--- src/rtl/toy_lsu_mem_port_if.sv ---
// Bus bundle between the LSU arbiter, the memory, and the LSU load queue.
interface toy_lsu_mem_port_if #(
  parameter int unsigned ADDR_WIDTH = 32,
  parameter int unsigned DATA_WIDTH = 256,
  parameter int unsigned SB_WIDTH   = 10
);
  localparam int unsigned STRB_WIDTH = DATA_WIDTH / 8;

  logic                  s_mem_req_vld;
  logic                  s_mem_req_rdy;
  logic [ADDR_WIDTH-1:0] s_mem_req_addr;
  logic [DATA_WIDTH-1:0] s_mem_req_data;
  logic [STRB_WIDTH-1:0] s_mem_req_strb;
  logic                  s_mem_req_opcode;
  logic [SB_WIDTH-1:0]   s_mem_req_sb;

  logic                  m_mem_req_vld;
  logic                  m_mem_req_rdy;
  logic [ADDR_WIDTH-1:0] m_mem_req_addr;
  logic [DATA_WIDTH-1:0] m_mem_req_data;
  logic [STRB_WIDTH-1:0] m_mem_req_strb;
  logic                  m_mem_req_opcode;
  logic [SB_WIDTH-1:0]   m_mem_req_sb;

  logic                  mem_ack_vld;
  logic                  mem_ack_rdy;
  logic [DATA_WIDTH-1:0] mem_ack_data;
  logic [SB_WIDTH-1:0]   mem_ack_sb;

  logic                  lsu_ack_vld;
  logic                  lsu_ack_rdy;
  logic [DATA_WIDTH-1:0] lsu_ack_data;
  logic [SB_WIDTH-1:0]   lsu_ack_sb;

  // Port-block view
  modport slave (
    input  s_mem_req_vld, s_mem_req_addr, s_mem_req_data, s_mem_req_strb,
           s_mem_req_opcode, s_mem_req_sb,
    output s_mem_req_rdy,
    output m_mem_req_vld, m_mem_req_addr, m_mem_req_data, m_mem_req_strb,
           m_mem_req_opcode, m_mem_req_sb,
    input  m_mem_req_rdy,
    input  mem_ack_vld, mem_ack_data, mem_ack_sb,
    output mem_ack_rdy,
    output lsu_ack_vld, lsu_ack_data, lsu_ack_sb,
    input  lsu_ack_rdy
  );

  // Environment view (LSU arbiter, memory, load queue)
  modport master (
    output s_mem_req_vld, s_mem_req_addr, s_mem_req_data, s_mem_req_strb,
           s_mem_req_opcode, s_mem_req_sb,
    input  s_mem_req_rdy,
    input  m_mem_req_vld, m_mem_req_addr, m_mem_req_data, m_mem_req_strb,
           m_mem_req_opcode, m_mem_req_sb,
    output m_mem_req_rdy,
    output mem_ack_vld, mem_ack_data, mem_ack_sb,
    input  mem_ack_rdy,
    input  lsu_ack_vld, lsu_ack_data, lsu_ack_sb,
    output lsu_ack_rdy
  );
endinterface

--- src/rtl/toy_lsu_mem_port.sv ---
// LSU memory-side port: in-order request FIFO, read-outstanding throttle,
// single-register read-ack stage back to the load queue.
module toy_lsu_mem_port #(
  parameter int unsigned ADDR_WIDTH         = 32,
  parameter int unsigned DATA_WIDTH         = 256,
  parameter int unsigned SB_WIDTH           = 10,
  parameter int unsigned REQ_DEPTH          = 4,
  parameter int unsigned MAX_RD_OUTSTANDING = 8
) (
  input  logic                                     clk,
  input  logic                                     rst,
  toy_lsu_mem_port_if.slave                        bus,
  output logic [$clog2(MAX_RD_OUTSTANDING+1)-1:0]  rd_outstanding,
  output logic                                     idle,
  output logic                                     err_ack_underflow
);
  localparam int unsigned STRB_WIDTH = DATA_WIDTH / 8;
  localparam int unsigned PTR_W      = $clog2(REQ_DEPTH);
  localparam int unsigned FCNT_W     = $clog2(REQ_DEPTH + 1);
  localparam int unsigned RCNT_W     = $clog2(MAX_RD_OUTSTANDING + 1);

  typedef struct packed {
    logic [ADDR_WIDTH-1:0] addr;
    logic [DATA_WIDTH-1:0] data;
    logic [STRB_WIDTH-1:0] strb;
    logic                  opcode;
    logic [SB_WIDTH-1:0]   sb;
  } req_t;

  req_t                  r_mem [REQ_DEPTH];
  logic [PTR_W-1:0]      r_wr_ptr;
  logic [PTR_W-1:0]      r_rd_ptr;
  logic [FCNT_W-1:0]     r_count;
  logic [RCNT_W-1:0]     r_rd_out;
  logic                  r_err;
  logic                  r_lsu_ack_vld;
  logic [DATA_WIDTH-1:0] r_lsu_ack_data;
  logic [SB_WIDTH-1:0]   r_lsu_ack_sb;

  req_t w_in;
  req_t w_head;
  logic w_empty;
  logic w_s_rdy;
  logic w_m_vld;
  logic w_push;
  logic w_pop;
  logic w_rd_issue;
  logic w_ack_rdy;
  logic w_mem_fire;
  logic w_lsu_fire;

  // Handshake and throttle decode
  always_comb begin
    w_in       = '{addr:   bus.s_mem_req_addr,
                   data:   bus.s_mem_req_data,
                   strb:   bus.s_mem_req_strb,
                   opcode: bus.s_mem_req_opcode,
                   sb:     bus.s_mem_req_sb};
    w_head     = r_mem[r_rd_ptr];
    w_empty    = (r_count == '0);
    w_s_rdy    = (r_count != FCNT_W'(REQ_DEPTH));
    w_m_vld    = !w_empty & (w_head.opcode | (r_rd_out < RCNT_W'(MAX_RD_OUTSTANDING)));
    w_push     = bus.s_mem_req_vld & w_s_rdy;
    w_pop      = w_m_vld & bus.m_mem_req_rdy;
    w_rd_issue = w_pop & !w_head.opcode;
    w_ack_rdy  = !r_lsu_ack_vld | bus.lsu_ack_rdy;
    w_mem_fire = bus.mem_ack_vld & w_ack_rdy;
    w_lsu_fire = r_lsu_ack_vld & bus.lsu_ack_rdy;
  end

  // FIFO storage; payload is don't-care until written, so it has no reset
  always_ff @(posedge clk) begin
    if (w_push) r_mem[r_wr_ptr] <= w_in;
  end

  // FIFO pointers and occupancy; pointers wrap naturally at power-of-2 depth
  always_ff @(posedge clk) begin
    if (rst) begin
      r_wr_ptr <= '0;
      r_rd_ptr <= '0;
      r_count  <= '0;
    end else begin
      if (w_push) r_wr_ptr <= r_wr_ptr + PTR_W'(1);
      if (w_pop)  r_rd_ptr <= r_rd_ptr + PTR_W'(1);
      if (w_push && !w_pop)      r_count <= r_count + FCNT_W'(1);
      else if (w_pop && !w_push) r_count <= r_count - FCNT_W'(1);
    end
  end

  // Live read count and sticky underflow flag
  always_ff @(posedge clk) begin
    if (rst) begin
      r_rd_out <= '0;
      r_err    <= 1'b0;
    end else begin
      if (w_rd_issue && !w_lsu_fire)                      r_rd_out <= r_rd_out + RCNT_W'(1);
      else if (!w_rd_issue && w_lsu_fire && r_rd_out != '0) r_rd_out <= r_rd_out - RCNT_W'(1);
      if (w_lsu_fire && r_rd_out == '0) r_err <= 1'b1;
    end
  end

  // Ack valid: set on memory ack, cleared when the LSU takes it with nothing new behind
  always_ff @(posedge clk) begin
    if (rst)             r_lsu_ack_vld <= 1'b0;
    else if (w_mem_fire) r_lsu_ack_vld <= 1'b1;
    else if (w_lsu_fire) r_lsu_ack_vld <= 1'b0;
  end

  // Ack payload, held while the LSU stalls
  always_ff @(posedge clk) begin
    if (w_mem_fire) begin
      r_lsu_ack_data <= bus.mem_ack_data;
      r_lsu_ack_sb   <= bus.mem_ack_sb;
    end
  end

  assign bus.s_mem_req_rdy    = w_s_rdy;
  assign bus.m_mem_req_vld    = w_m_vld;
  assign bus.m_mem_req_addr   = w_head.addr;
  assign bus.m_mem_req_data   = w_head.data;
  assign bus.m_mem_req_strb   = w_head.strb;
  assign bus.m_mem_req_opcode = w_head.opcode;
  assign bus.m_mem_req_sb     = w_head.sb;
  assign bus.mem_ack_rdy      = w_ack_rdy;
  assign bus.lsu_ack_vld      = r_lsu_ack_vld;
  assign bus.lsu_ack_data     = r_lsu_ack_data;
  assign bus.lsu_ack_sb       = r_lsu_ack_sb;

  assign rd_outstanding    = r_rd_out;
  assign err_ack_underflow = r_err;
  assign idle              = w_empty & (r_rd_out == '0) & !r_lsu_ack_vld;
endmodule

--- src/flat_wrapper.sv ---
// flat-port wrapper written by rule: the top's interface ports become plain ports
module toy_lsu_mem_port_flat 
#(
  parameter int unsigned ADDR_WIDTH         = 32,
  parameter int unsigned DATA_WIDTH         = 256,
  parameter int unsigned SB_WIDTH           = 10,
  parameter int unsigned REQ_DEPTH          = 4,
  parameter int unsigned MAX_RD_OUTSTANDING = 8
)
  (clk, rst, rd_outstanding, idle, err_ack_underflow, bus_s_mem_req_vld, bus_s_mem_req_addr, bus_s_mem_req_data, bus_s_mem_req_strb, bus_s_mem_req_opcode, bus_s_mem_req_sb, bus_s_mem_req_rdy, bus_m_mem_req_vld, bus_m_mem_req_addr, bus_m_mem_req_data, bus_m_mem_req_strb, bus_m_mem_req_opcode, bus_m_mem_req_sb, bus_m_mem_req_rdy, bus_mem_ack_vld, bus_mem_ack_data, bus_mem_ack_sb, bus_mem_ack_rdy, bus_lsu_ack_vld, bus_lsu_ack_data, bus_lsu_ack_sb, bus_lsu_ack_rdy);
  toy_lsu_mem_port_if #(.ADDR_WIDTH(ADDR_WIDTH), .DATA_WIDTH(DATA_WIDTH), .SB_WIDTH(SB_WIDTH)) bus_i ();
  input  logic clk;
  input  logic rst;
  output logic [$clog2(MAX_RD_OUTSTANDING+1)-1:0] rd_outstanding;
  output logic idle;
  output logic err_ack_underflow;
  input wire logic [$bits(bus_i.s_mem_req_vld)-1:0] bus_s_mem_req_vld;
  input wire logic [$bits(bus_i.s_mem_req_addr)-1:0] bus_s_mem_req_addr;
  input wire logic [$bits(bus_i.s_mem_req_data)-1:0] bus_s_mem_req_data;
  input wire logic [$bits(bus_i.s_mem_req_strb)-1:0] bus_s_mem_req_strb;
  input wire logic [$bits(bus_i.s_mem_req_opcode)-1:0] bus_s_mem_req_opcode;
  input wire logic [$bits(bus_i.s_mem_req_sb)-1:0] bus_s_mem_req_sb;
  output wire logic [$bits(bus_i.s_mem_req_rdy)-1:0] bus_s_mem_req_rdy;
  output wire logic [$bits(bus_i.m_mem_req_vld)-1:0] bus_m_mem_req_vld;
  output wire logic [$bits(bus_i.m_mem_req_addr)-1:0] bus_m_mem_req_addr;
  output wire logic [$bits(bus_i.m_mem_req_data)-1:0] bus_m_mem_req_data;
  output wire logic [$bits(bus_i.m_mem_req_strb)-1:0] bus_m_mem_req_strb;
  output wire logic [$bits(bus_i.m_mem_req_opcode)-1:0] bus_m_mem_req_opcode;
  output wire logic [$bits(bus_i.m_mem_req_sb)-1:0] bus_m_mem_req_sb;
  input wire logic [$bits(bus_i.m_mem_req_rdy)-1:0] bus_m_mem_req_rdy;
  input wire logic [$bits(bus_i.mem_ack_vld)-1:0] bus_mem_ack_vld;
  input wire logic [$bits(bus_i.mem_ack_data)-1:0] bus_mem_ack_data;
  input wire logic [$bits(bus_i.mem_ack_sb)-1:0] bus_mem_ack_sb;
  output wire logic [$bits(bus_i.mem_ack_rdy)-1:0] bus_mem_ack_rdy;
  output wire logic [$bits(bus_i.lsu_ack_vld)-1:0] bus_lsu_ack_vld;
  output wire logic [$bits(bus_i.lsu_ack_data)-1:0] bus_lsu_ack_data;
  output wire logic [$bits(bus_i.lsu_ack_sb)-1:0] bus_lsu_ack_sb;
  input wire logic [$bits(bus_i.lsu_ack_rdy)-1:0] bus_lsu_ack_rdy;
  assign bus_i.s_mem_req_vld = bus_s_mem_req_vld;
  assign bus_i.s_mem_req_addr = bus_s_mem_req_addr;
  assign bus_i.s_mem_req_data = bus_s_mem_req_data;
  assign bus_i.s_mem_req_strb = bus_s_mem_req_strb;
  assign bus_i.s_mem_req_opcode = bus_s_mem_req_opcode;
  assign bus_i.s_mem_req_sb = bus_s_mem_req_sb;
  assign bus_s_mem_req_rdy = bus_i.s_mem_req_rdy;
  assign bus_m_mem_req_vld = bus_i.m_mem_req_vld;
  assign bus_m_mem_req_addr = bus_i.m_mem_req_addr;
  assign bus_m_mem_req_data = bus_i.m_mem_req_data;
  assign bus_m_mem_req_strb = bus_i.m_mem_req_strb;
  assign bus_m_mem_req_opcode = bus_i.m_mem_req_opcode;
  assign bus_m_mem_req_sb = bus_i.m_mem_req_sb;
  assign bus_i.m_mem_req_rdy = bus_m_mem_req_rdy;
  assign bus_i.mem_ack_vld = bus_mem_ack_vld;
  assign bus_i.mem_ack_data = bus_mem_ack_data;
  assign bus_i.mem_ack_sb = bus_mem_ack_sb;
  assign bus_mem_ack_rdy = bus_i.mem_ack_rdy;
  assign bus_lsu_ack_vld = bus_i.lsu_ack_vld;
  assign bus_lsu_ack_data = bus_i.lsu_ack_data;
  assign bus_lsu_ack_sb = bus_i.lsu_ack_sb;
  assign bus_i.lsu_ack_rdy = bus_lsu_ack_rdy;
  toy_lsu_mem_port #(.ADDR_WIDTH(ADDR_WIDTH), .DATA_WIDTH(DATA_WIDTH), .SB_WIDTH(SB_WIDTH), .REQ_DEPTH(REQ_DEPTH), .MAX_RD_OUTSTANDING(MAX_RD_OUTSTANDING)) u_core (.clk(clk), .rst(rst), .bus(bus_i), .rd_outstanding(rd_outstanding), .idle(idle), .err_ack_underflow(err_ack_underflow));
endmodule
--- config.mk ---
export PLATFORM = sky130hd
export DESIGN_NAME = toy_lsu_mem_port_flat
export DESIGN_NICKNAME = d
export VERILOG_FILES = /design/src/rtl/toy_lsu_mem_port_if.sv /design/src/rtl/toy_lsu_mem_port.sv /design/src/flat_wrapper.sv
export SDC_FILE = /design/constraint.sdc
export NUM_CORES = 1
export LEC_CHECK = 0
export CORE_AREA = 10 10 460 462
export CTS_BUF_LIST = sky130_fd_sc_hd__clkbuf_16
export CTS_CLUSTER_DIAMETER = 150
export DETAILED_ROUTE_END_ITERATION = 8
export DIE_AREA = 0 0 470 472
export PLACE_DENSITY = 0.58
export SYNTH_ARGS = -nofsm -noshare
export SYNTH_HDL_FRONTEND = slang
export SYNTH_SLANG_ARGS = --single-unit
--- constraint.sdc ---
create_clock -name clk -period 23.8 [get_ports clk]
set_input_delay 7.14 -clock clk [delete_from_list [all_inputs] [get_ports clk]]
set_output_delay 7.14 -clock clk [all_outputs]
set_load 0.1 [all_outputs]
==> flow_summary.ini, run 1 <==
[power_and_ir_drop]
swShare_pct = 42.8
seqPwrFrac_pct = 33.5
p_comb_share_pct = 41.4
p_clk_share_pct = 25.1
powerDensity_nw_per_um2 = 136
p_int_mw = 6.02
peakVddDrop_v = 0.000101
finalPower_mw = 10.5
leakagePower_nw = 24.7
p_sw_mw = 4.50

[grt]
grt_use_met3_pct = 7.39
grtUsageTotal_pct = 17.4
grt.busiest_layer = met2
grt_pass1_wl_mm = 267
grt_overflow = 0
first_global_vias = 29000
grt_max_degree = 135
grt_use_met1_pct = 22.2
antenna_found_initial = 110
gr-usage-met2_pct = 28.1

[worst_setup_path]
path_class = input pin to output port
cpPeakStageDelay_ns = 1.16
start_kind = input pin
crit_family = buffers and inverters
worstPathRequired_ns = 16.66
worst-path-buf-inv = 2
worstPathArrival_ns = 8.97
timing.rr.end = u_core.r_mem[1][150]$_DFFE_PP_
crit_path_frequent_cell = clkdlybuf4s50_1
r2r_start = u_core.r_count[0]$_SDFFE_PP0P_
ff2ff_setup_slack_ns = 18.60
worstRegToRegCells = 7
crit_chain = clkdlybuf4s50_1 > nand2b_1 > clkdlybuf4s50_1
cp-end-kind = output port
slowest_stage = clkdlybuf4s50_1
cp_max_fo = 3

[cells_and_area]
fill_cells = 18200
ff_latch_area_um2 = 48100
layout.nets = 4049
drive_above_1_share_pct = 19.0
synthToLayoutAreaGrowth_pct = 37.3
multi_input_area_um2 = 7990

[outcome]
status = completed

[synthesis]
async_flop_share_pct = 0
yosys_register_bits = 1605
synth_cells = 2086
synth_edf_count = 1590
synth_area_leader_cell = edfxtp_1
yosys-top-cells-area = edfxtp_1 (85%), mux4_2 (13%), dfxtp_1 (0.53%)
synth_area_um2 = 56400
synth_seq_area_share_pct = 85.2
synthFlopType = edfxtp_1
avgSynthCellArea_um2 = 27.0
ys_types = 33
yosys_warnings = 0
netlist.area_leader.share_pct = 84.7
synth_nets = 2698

[sta]
finalSetupViolCount = 0
hold_slack_ns = 0.505
layout_setup_ws_ns = 7.69
drv_slew = 0
fmax_ghz = 0.0621
fin_skew_ns = 0.0335
hold_viol_final = 0
slew_headroom_pct = 3.33
tns_ns = 0
tightestPinTransition_ns = 1.45
period_share_pct = 67.7
rsz0062_at_grt = false
final.min_clock_period_ns = 16.11

[die]
core.rowCount = 165
num_io_pins = 1210
die_h_um = 472
die_w_um = 470
initial_core_util_pct = 27.9
design.core.area_um2 = 202000
die-area_um2 = 222000

[clocking]
path_clk_slew_ns = 0.06
postCtsSetupBuffers = 0
cts_buffers = 178
cts_tree = done
clk_latency_ns = 0.81
htreeDepth = 4
cts-root-buf = clkbuf_16
ctsResizeCount = 0
cts_hold_repair.buffers = 0
clock_sinks = 1605
clk_path_buf_depth = 3

[hold_path]
hold_class = register to register
hold_depth = 2
hold-path-endpoint = u_core.rd_outstanding[2]$_SDFFE_PP0P_
min-delay-start = u_core.rd_outstanding[2]$_SDFFE_PP0P_

[routing]
ant_nets = 0
dr_total_vias = 28300
wl_mm = 201
dr.pass1.iters = 7
wire_per_inst_um = 32.0
drt_iter0_drc = 2292
routed_via_density = 4.51
drc = 0

[placed_design]
io_buffers = 1209
gp_congestion = 0.919
hpwl_mm = 148
pre_cts_ws_ns = 7.69

[job]
maxCapViolations = 0
==> worst register-to-register path, stage by stage (launching register included) <==
cell      delay, ns
dfxtp_1        0.46
nor2_1         0.10
a21boi_1       0.54
and2_4         0.61
buf_4          0.75
buf_4          0.80
buf_4          0.68
buf_4          0.80
==> synthesized netlist by cell type, types with 5 or more instances <==
cell	number
dfxtp_1	15
a21oi_1	5
mux4_2	331
edfxtp_1	1590
clkbuf_1	31
ha_1	7
inv_1	6
nor2_1	10
and2_1	6
buf_2	33
xor2_1	5
nand3_1	5
buf_1	10
==> state kept, by name (all words and copies together) (netlist names), named ones only <==
| name | cells |
|---|---|
| u_core.bus.lsu_ack_data | 256 |
| u_core.bus.lsu_ack_sb | 10 |
| u_core.r_mem | 1324 |
| u_core.bus.lsu_ack_vld | 1 |
| u_core.r_rd_ptr | 2 |
| u_core.err_ack_underflow | 1 |
| u_core.r_wr_ptr | 2 |
| u_core.r_count | 3 |
| u_core.rd_outstanding | 4 |
==> per-layer routing <==
metal,routed length (µm),up-vias
met1,80800,14900
met2,95200,1169
met5,456,-
li1,-,11800
met4,3530,72
met3,20600,346
==> cells in the final DEF (no fill, tap or decap), types with 2 or more instances in the layout <==
cell type        synthesis  routed
inv_6                    0       5
a21oi_1                  5       5
diode_2                  0      17
ha_1                     7       7
inv_16                   0       2
and2_4                   0       5
mux4_2                 331     331
mux2i_1                  2       2
clkinv_16                0       2
dfxtp_4                  0       2
clkdlybuf4s50_1          0    1166
or3_1                    3       3
nand3_1                  5       5
nand2_1                  4       4
clkinv_2                 0      41
clkinvlp_4               0       7
inv_8                    0       2
edfxtp_1              1590    1590
dfxtp_1                 15      13
clkinv_8                 0       2
buf_12                   0       4
xor2_1                   5       5
nor3_1                   2       2
clkinv_1                 0      39
fa_1                     2       2
inv_1                    6      37
buf_4                    0      76
bufinv_16                0      12
nor2_1                  10      10
o31ai_2                  2       2
o21ai_0                  4       4
clkinv_4                 0       3
clkbuf_16                0     180
==> power groups by stage <==
stage | combinational, mW | clock (mW) | sequential [mW]
6_report | 4.35 | 2.64 | 3.52
5_1_grt | 4.49 | 2.83 | 3.55
4_1_cts | 4.42 | 2.72 | 3.53
3_5_place_dp | 4.41 | 0 | 3.59
3_3_place_gp | 4.41 | 0 | 3.57
2_1_floorplan | 3.02 | 0 | 3.85
==> kinds of logic after synthesis <==
| group | synth area share (%) |
|---|---|
| buffers and inverters | 0.626 |
| muxes | 13.3 |
| xor gates and xnor gates | 0.0932 |
| and+or+nand+nor | 0.317 |
| adders and majority gates | 0.226 |
| DFF | 85.2 |
| AOI/OAI and AO/OA | 0.249 |
==> final cells by class <==
type / count / area share (%)
Sequential cell: 1605 / 62.1
Timing Repair Buffer: 1246 / 15.9
Multi-Input combinational cell: 400 / 10.3
Clock buffer: 180 / 5.82
Tap cell: 2672 / 4.32
Clock inverter: 146 / 1.43
Antenna cell: 17 / 0.0550
Inverter: 6 / 0.0291
==> through the flow <==
step	utilization, %	cell area [µm²]	cells
3_3_place_gp	35.5	71700	5929
3_5_place_dp	35.5	71700	5929
5_1_grt	38.3	77300	6256
4_1_cts	38.3	77300	6255
6_report	38.3	77400	6272
2_1_floorplan	-	56400	2086
==> worst max path at each step <==
stage | cells after the start | from | slack (ns) | end
after floorplan | 2 | bus_s_mem_req_vld | 8.00 | u_core.r_mem[0][0]$_DFFE_PP_
after global placement | 3 | bus_lsu_ack_rdy | 7.65 | bus_mem_ack_rdy
after detailed placement | 3 | bus_lsu_ack_rdy | 7.69 | bus_mem_ack_rdy
after CTS | 3 | bus_lsu_ack_rdy | 7.69 | bus_mem_ack_rdy
after global routing | 3 | bus_lsu_ack_rdy | 7.62 | bus_mem_ack_rdy
final | 3 | bus_lsu_ack_rdy | 7.69 | bus_mem_ack_rdy
No activity file was read; power rests on OpenSTA's default activity.
==> run 2: changes to the inputs <==
Clock period 23.8 ns to 16.3 ns, I/O delays scaled along.
==> run 2 against run 1 <==
  * Core utilization increased by 0.073 points
  * Worst setup slack worse by 3.0 ns
  * Register-to-register slack got worse by 6.3 ns
  * Critical path type unchanged
  * Final area up 0.19%
  * Routed wire length is 0.29% lower
  * Sequential share of layout area down 0.12 points
  * Die area stayed put
  * Count of clock-buffer cells in the layout is 1 lower
  * Worst hold slack worse by 0.0098 ns
  * Via count about the same
  * Clock skew is 0.011 ns higher
==> flow_summary.ini, run 2 (same netlist as run 1, synthesis figures left out) <==
[cells_and_area]
final_common_cell = edfxtp_1
largest_register_ffs = 1324
layout.nets = 4039
design_area_um2 = 77500
largest-register = u_core.r_mem
drive_above_1_share_pct = 18.7
synthToLayoutAreaGrowth_pct = 37.5
most-common-layout-cells = edfxtp_1 (1590), clkdlybuf4s50_1 (1164), mux4_2 (331)
fill_cells = 18200
instances_no_fill = 6265

[clocking]
cts_hold_repair.buffers = 0
cts_buffers = 177
ctsResizeCount = 0
postCtsSetupBuffers = 0
path_clk_slew_ns = 0.06
htreeDepth = 4
clock_sinks = 1605
clk_path_buf_depth = 3
clk_latency_ns = 0.81
cts_tree = done
cts-root-buf = clkbuf_16

[worst_setup_path]
cpPeakStageDelay_ns = 1.16
start_kind = input pin
path_class = input pin to output port
crit_chain = clkdlybuf4s50_1 > nand2b_1 > clkdlybuf4s50_1
cp_max_fo = 3
worst-path-buf-inv = 2
worstPathRequired_ns = 11.41
worstPathArrival_ns = 6.71
slowest_stage = clkdlybuf4s50_1
cp-end-kind = output port
crit_family = buffers and inverters
crit_path_frequent_cell = clkdlybuf4s50_1

[routing]
routed_via_density = 4.51
wire_per_inst_um = 31.9
drt_iter0_drc = 2304
dr_total_vias = 28300
drc = 0
dr.pass1.iters = 5
ant_nets = 0
wl_mm = 200

[sta]
fin_skew_ns = 0.0445
period_share_pct = 71.2
tns_ns = 0
final.min_clock_period_ns = 11.60
hold_viol_final = 0
finalSetupViolCount = 0
hold_slack_ns = 0.495
fmax_ghz = 0.0862
tightestPinTransition_ns = 1.25
drv_slew = 0
slew_headroom_pct = 16.2
rsz0062_at_grt = false

[power_and_ir_drop]
leakagePower_nw = 24.7
peakVddDrop_v = 0.000123
powerDensity_nw_per_um2 = 199
finalPower_mw = 15.4

[die]
num_io_pins = 1210
die_w_um = 470
initial_core_util_pct = 27.9
core.rowCount = 165
die-area_um2 = 222000
die_h_um = 472
design.core.area_um2 = 202000

[grt]
first_global_vias = 29000
grt_overflow = 0
grt_pass1_wl_mm = 267
grtUsageTotal_pct = 17.4
grt_max_degree = 127
antenna_found_initial = 119

[placed_design]
dpl-instance-area_um2 = 71700
dp.cells = 5920
io_buffers = 1209
hpwl_mm = 146
gp_congestion = 0.925

[hold_path]
hold_class = register to register

[job]
maxCapViolations = 0

[outcome]
status = completed
[run 2: changes by cell type in the layout (fill, tap and decap cells not counted), sizes merged]
cell,delta
buf,-7
bufinv,+5
clkbuf,-1
clkdlybuf4s50,-2
clkinv,-5
diode,+7
inv,-4
[run 2: path summary, 6_finish.rpt]
check	startpoint	end	slack (ns)	depth (start not counted)
min	u_core.rd_outstanding[2]$_SDFFE_PP0P_	u_core.rd_outstanding[2]$_SDFFE_PP0P_	0.50	2
max	bus_lsu_ack_rdy	bus_mem_ack_rdy	4.70	3
max reg2reg	u_core.r_count[0]$_SDFFE_PP0P_	u_core.r_mem[2][98]$_DFFE_PP_	12.28	5
min reg2reg	u_core.rd_outstanding[2]$_SDFFE_PP0P_	u_core.rd_outstanding[2]$_SDFFE_PP0P_	0.50	2
[run 2: through the flow]
step / utilization [%] / worst slack [ns]
finish: 38.4 / 4.70
global placement: 35.5 / 4.66
detailed placement: 35.5 / 4.70
global route: 38.4 / 4.64
CTS: 38.4 / 4.69
floorplan: - / 2.75
[run 2: layout make-up]
type                       count  area, µm²  area share (%)
clock buffer                 179       4480            5.78
clock inverter               142       1260            1.62
inverter                       6       22.5          0.0290
antenna                       24       60.1          0.0775
tap                         2672       3340            4.31
multi-input combinational    400       7990            10.3
timing repair buffer        1237      12300            15.9
sequential                  1605      48100            62.0
[run 2: per-layer routing]
metal	vias to the layer above	wire length, µm	global-route usage (%)
met5	-	402	0
met4	62	4300	3.70
met3	363	19900	7.52
met2	1185	93400	27.7
met1	14900	82000	22.3
li1	11800	-	-
[run 2: power by group]
group | total, mW | switching [mW] | internal (mW) | leakage [nW]
logic | 6.34 | 4.76 | 1.58 | 6.91
registers | 5.14 | 0.126 | 5.02 | 14.8
clock network | 3.92 | 1.65 | 2.27 | 2.91
total | 15.4 | 6.54 | 8.86 | 24.7
[run 2: worst register-to-register path: stages (launching register included)]
cell and delay, ns:
dfxtp_1 0.45, nor2_1 0.10, a21boi_1 0.51, and2_4 0.91, buf_4 0.78, buf_12 0.60
==> run 3: changes to the inputs <==
Clock period 16.3 ns to 11.23 ns, I/O delays scaled along.
==> run 3 against run 2 <==
  * Critical path depth did not move
  * Clock skew fell by 0.012 ns
  * Combinational power rose by 46%
  * Largest cell class unchanged
  * Highest routed layer unchanged
==> flow_summary.ini, run 3 (same netlist as run 1, synthesis figures left out) <==
[outcome]
status = completed

[worst_setup_path]
worstPathRequired_ns = 7.86
cp_max_fo = 3
cp-endpoint = bus_mem_ack_rdy
path_class = input pin to output port
ff2ff_setup_slack_ns = 7.47
worstRegToRegCells = 9
cp-end-kind = output port
start_kind = input pin
worstPathArrival_ns = 5.18
critPathLaunch = bus_lsu_ack_rdy
timing.rr.end = u_core.rd_outstanding[3]$_SDFFE_PP0P_

[sta]
fmax_ghz = 0.117
tightestPinTransition_ns = 1.29
final.min_clock_period_ns = 8.55
slew_headroom_pct = 13.4
drv_slew = 0
fin_skew_ns = 0.0327
hold_slack_ns = 0.507
period_share_pct = 76.1
hold_viol_final = 0
finalSetupViolCount = 0
tns_ns = 0
rsz0062_at_grt = false

[routing]
wl_met3_mm = 21.3
drc = 0
dr.pass1.iters = 7
wire_per_inst_um = 31.6
drt-met1-wl_mm = 79.5
drt_iter0_drc = 2367
top_layer = met5
routed_via_density = 4.51
ant_nets = 0
wl_met2_mm = 93.6
dr_total_vias = 28300
wl_mm = 198

[cells_and_area]
largest_register_ffs = 1324
fill_cells = 18100
largest-register = u_core.r_mem
synthToLayoutAreaGrowth_pct = 37.5
layout.nets = 4045
drive_above_1_share_pct = 19.0
most-common-layout-cells = edfxtp_1 (1590), clkdlybuf4s50_1 (1153), mux4_2 (331)
final_common_cell = edfxtp_1

[die]
die-area_um2 = 222000
design.core.area_um2 = 202000
initial_core_util_pct = 27.9
die_w_um = 470
core.rowCount = 165
num_io_pins = 1210
die_h_um = 472

[clocking]
cts_tree = done
clock_sinks = 1605
path_clk_slew_ns = 0.06
ctsResizeCount = 0
clk_path_buf_depth = 3
cts_buffers = 175
clk_latency_ns = 0.80
cts_hold_repair.buffers = 0
htreeDepth = 4
postCtsSetupBuffers = 0
cts-root-buf = clkbuf_16

[grt]
grt_max_degree = 134
first_global_vias = 29000
grt_overflow = 0
grt_pass1_wl_mm = 265
grtUsageTotal_pct = 17.3
antenna_found_initial = 106

[hold_path]
hold_depth = 1
hold_class = register to register

[placed_design]
hpwl_mm = 147
gp_congestion = 0.919
io_buffers = 1209

[power_and_ir_drop]
powerDensity_nw_per_um2 = 288
peakVddDrop_v = 0.000215
leakagePower_nw = 24.6

[job]
maxCapViolations = 0
run 3: through the flow:
stage / worst slack (ns) / area (µm²) / total power [mW] / util [%] / instances
5_1_grt: 2.59 / 77400 / 23.0 / 38.4 / 6244
3_5_place_dp: 2.67 / 71800 / 16.9 / 35.6 / 5928
2_1_floorplan: 0.270 / 56400 / 14.5 / - / 2086
4_1_cts: 2.66 / 77400 / 22.6 / 38.4 / 6241
3_3_place_gp: 2.64 / 71800 / 16.9 / 35.6 / 5928
6_report: 2.68 / 77500 / 22.3 / 38.4 / 6273
run 3: area by class of cell:
| class | instances | area (µm²) | share of cell area (%) |
|---|---|---|---|
| diodes | 32 | 80.1 | 0.103 |
| clock buffers | 175 | 4380 | 5.65 |
| clock inverters | 138 | 1260 | 1.63 |
| inverters | 6 | 22.5 | 0.0291 |
| multi-input cells | 400 | 7990 | 10.3 |
| flip-flops and latches | 1605 | 48100 | 62.0 |
| well taps | 2672 | 3340 | 4.31 |
| repair buffers | 1245 | 12400 | 16.0 |
run 3: power by group:
group          internal [mW]  switching, mW  total, mW  leakage, nW
logic                   2.29           6.94       9.23         6.97
clock network           3.20           2.41       5.61         2.84
registers               7.28          0.190       7.47         14.8
run 3: worst min-delay path by stage:
stage               slack, ns                                    end                             startpoint
floorplan                0.48                               register        u_core.r_rd_ptr[1]$_SDFFE_PP0N_
global route             0.52  u_core.err_ack_underflow$_SDFFE_PP0P_  u_core.err_ack_underflow$_SDFFE_PP0P_
finish                   0.51  u_core.err_ack_underflow$_SDFFE_PP0P_  u_core.err_ack_underflow$_SDFFE_PP0P_
global placement         0.49  u_core.err_ack_underflow$_SDFFE_PP0P_  u_core.err_ack_underflow$_SDFFE_PP0P_
CTS                      0.51  u_core.err_ack_underflow$_SDFFE_PP0P_  u_core.err_ack_underflow$_SDFFE_PP0P_
detailed placement       0.49  u_core.err_ack_underflow$_SDFFE_PP0P_  u_core.err_ack_underflow$_SDFFE_PP0P_
run 3: worst max-delay path: stages:
cell             delay [ns]
clkdlybuf4s50_1        0.50
nand2b_1               0.16
clkdlybuf4s50_1        1.15
run 3: metal layers:
layer | vias to the layer above | GRT usage (%)
met5 | - | 0
met4 | 64 | 3.18
met3 | 338 | 8.05
met2 | 1176 | 27.8
met1 | 14900 | 21.6
li1 | 11800 | -
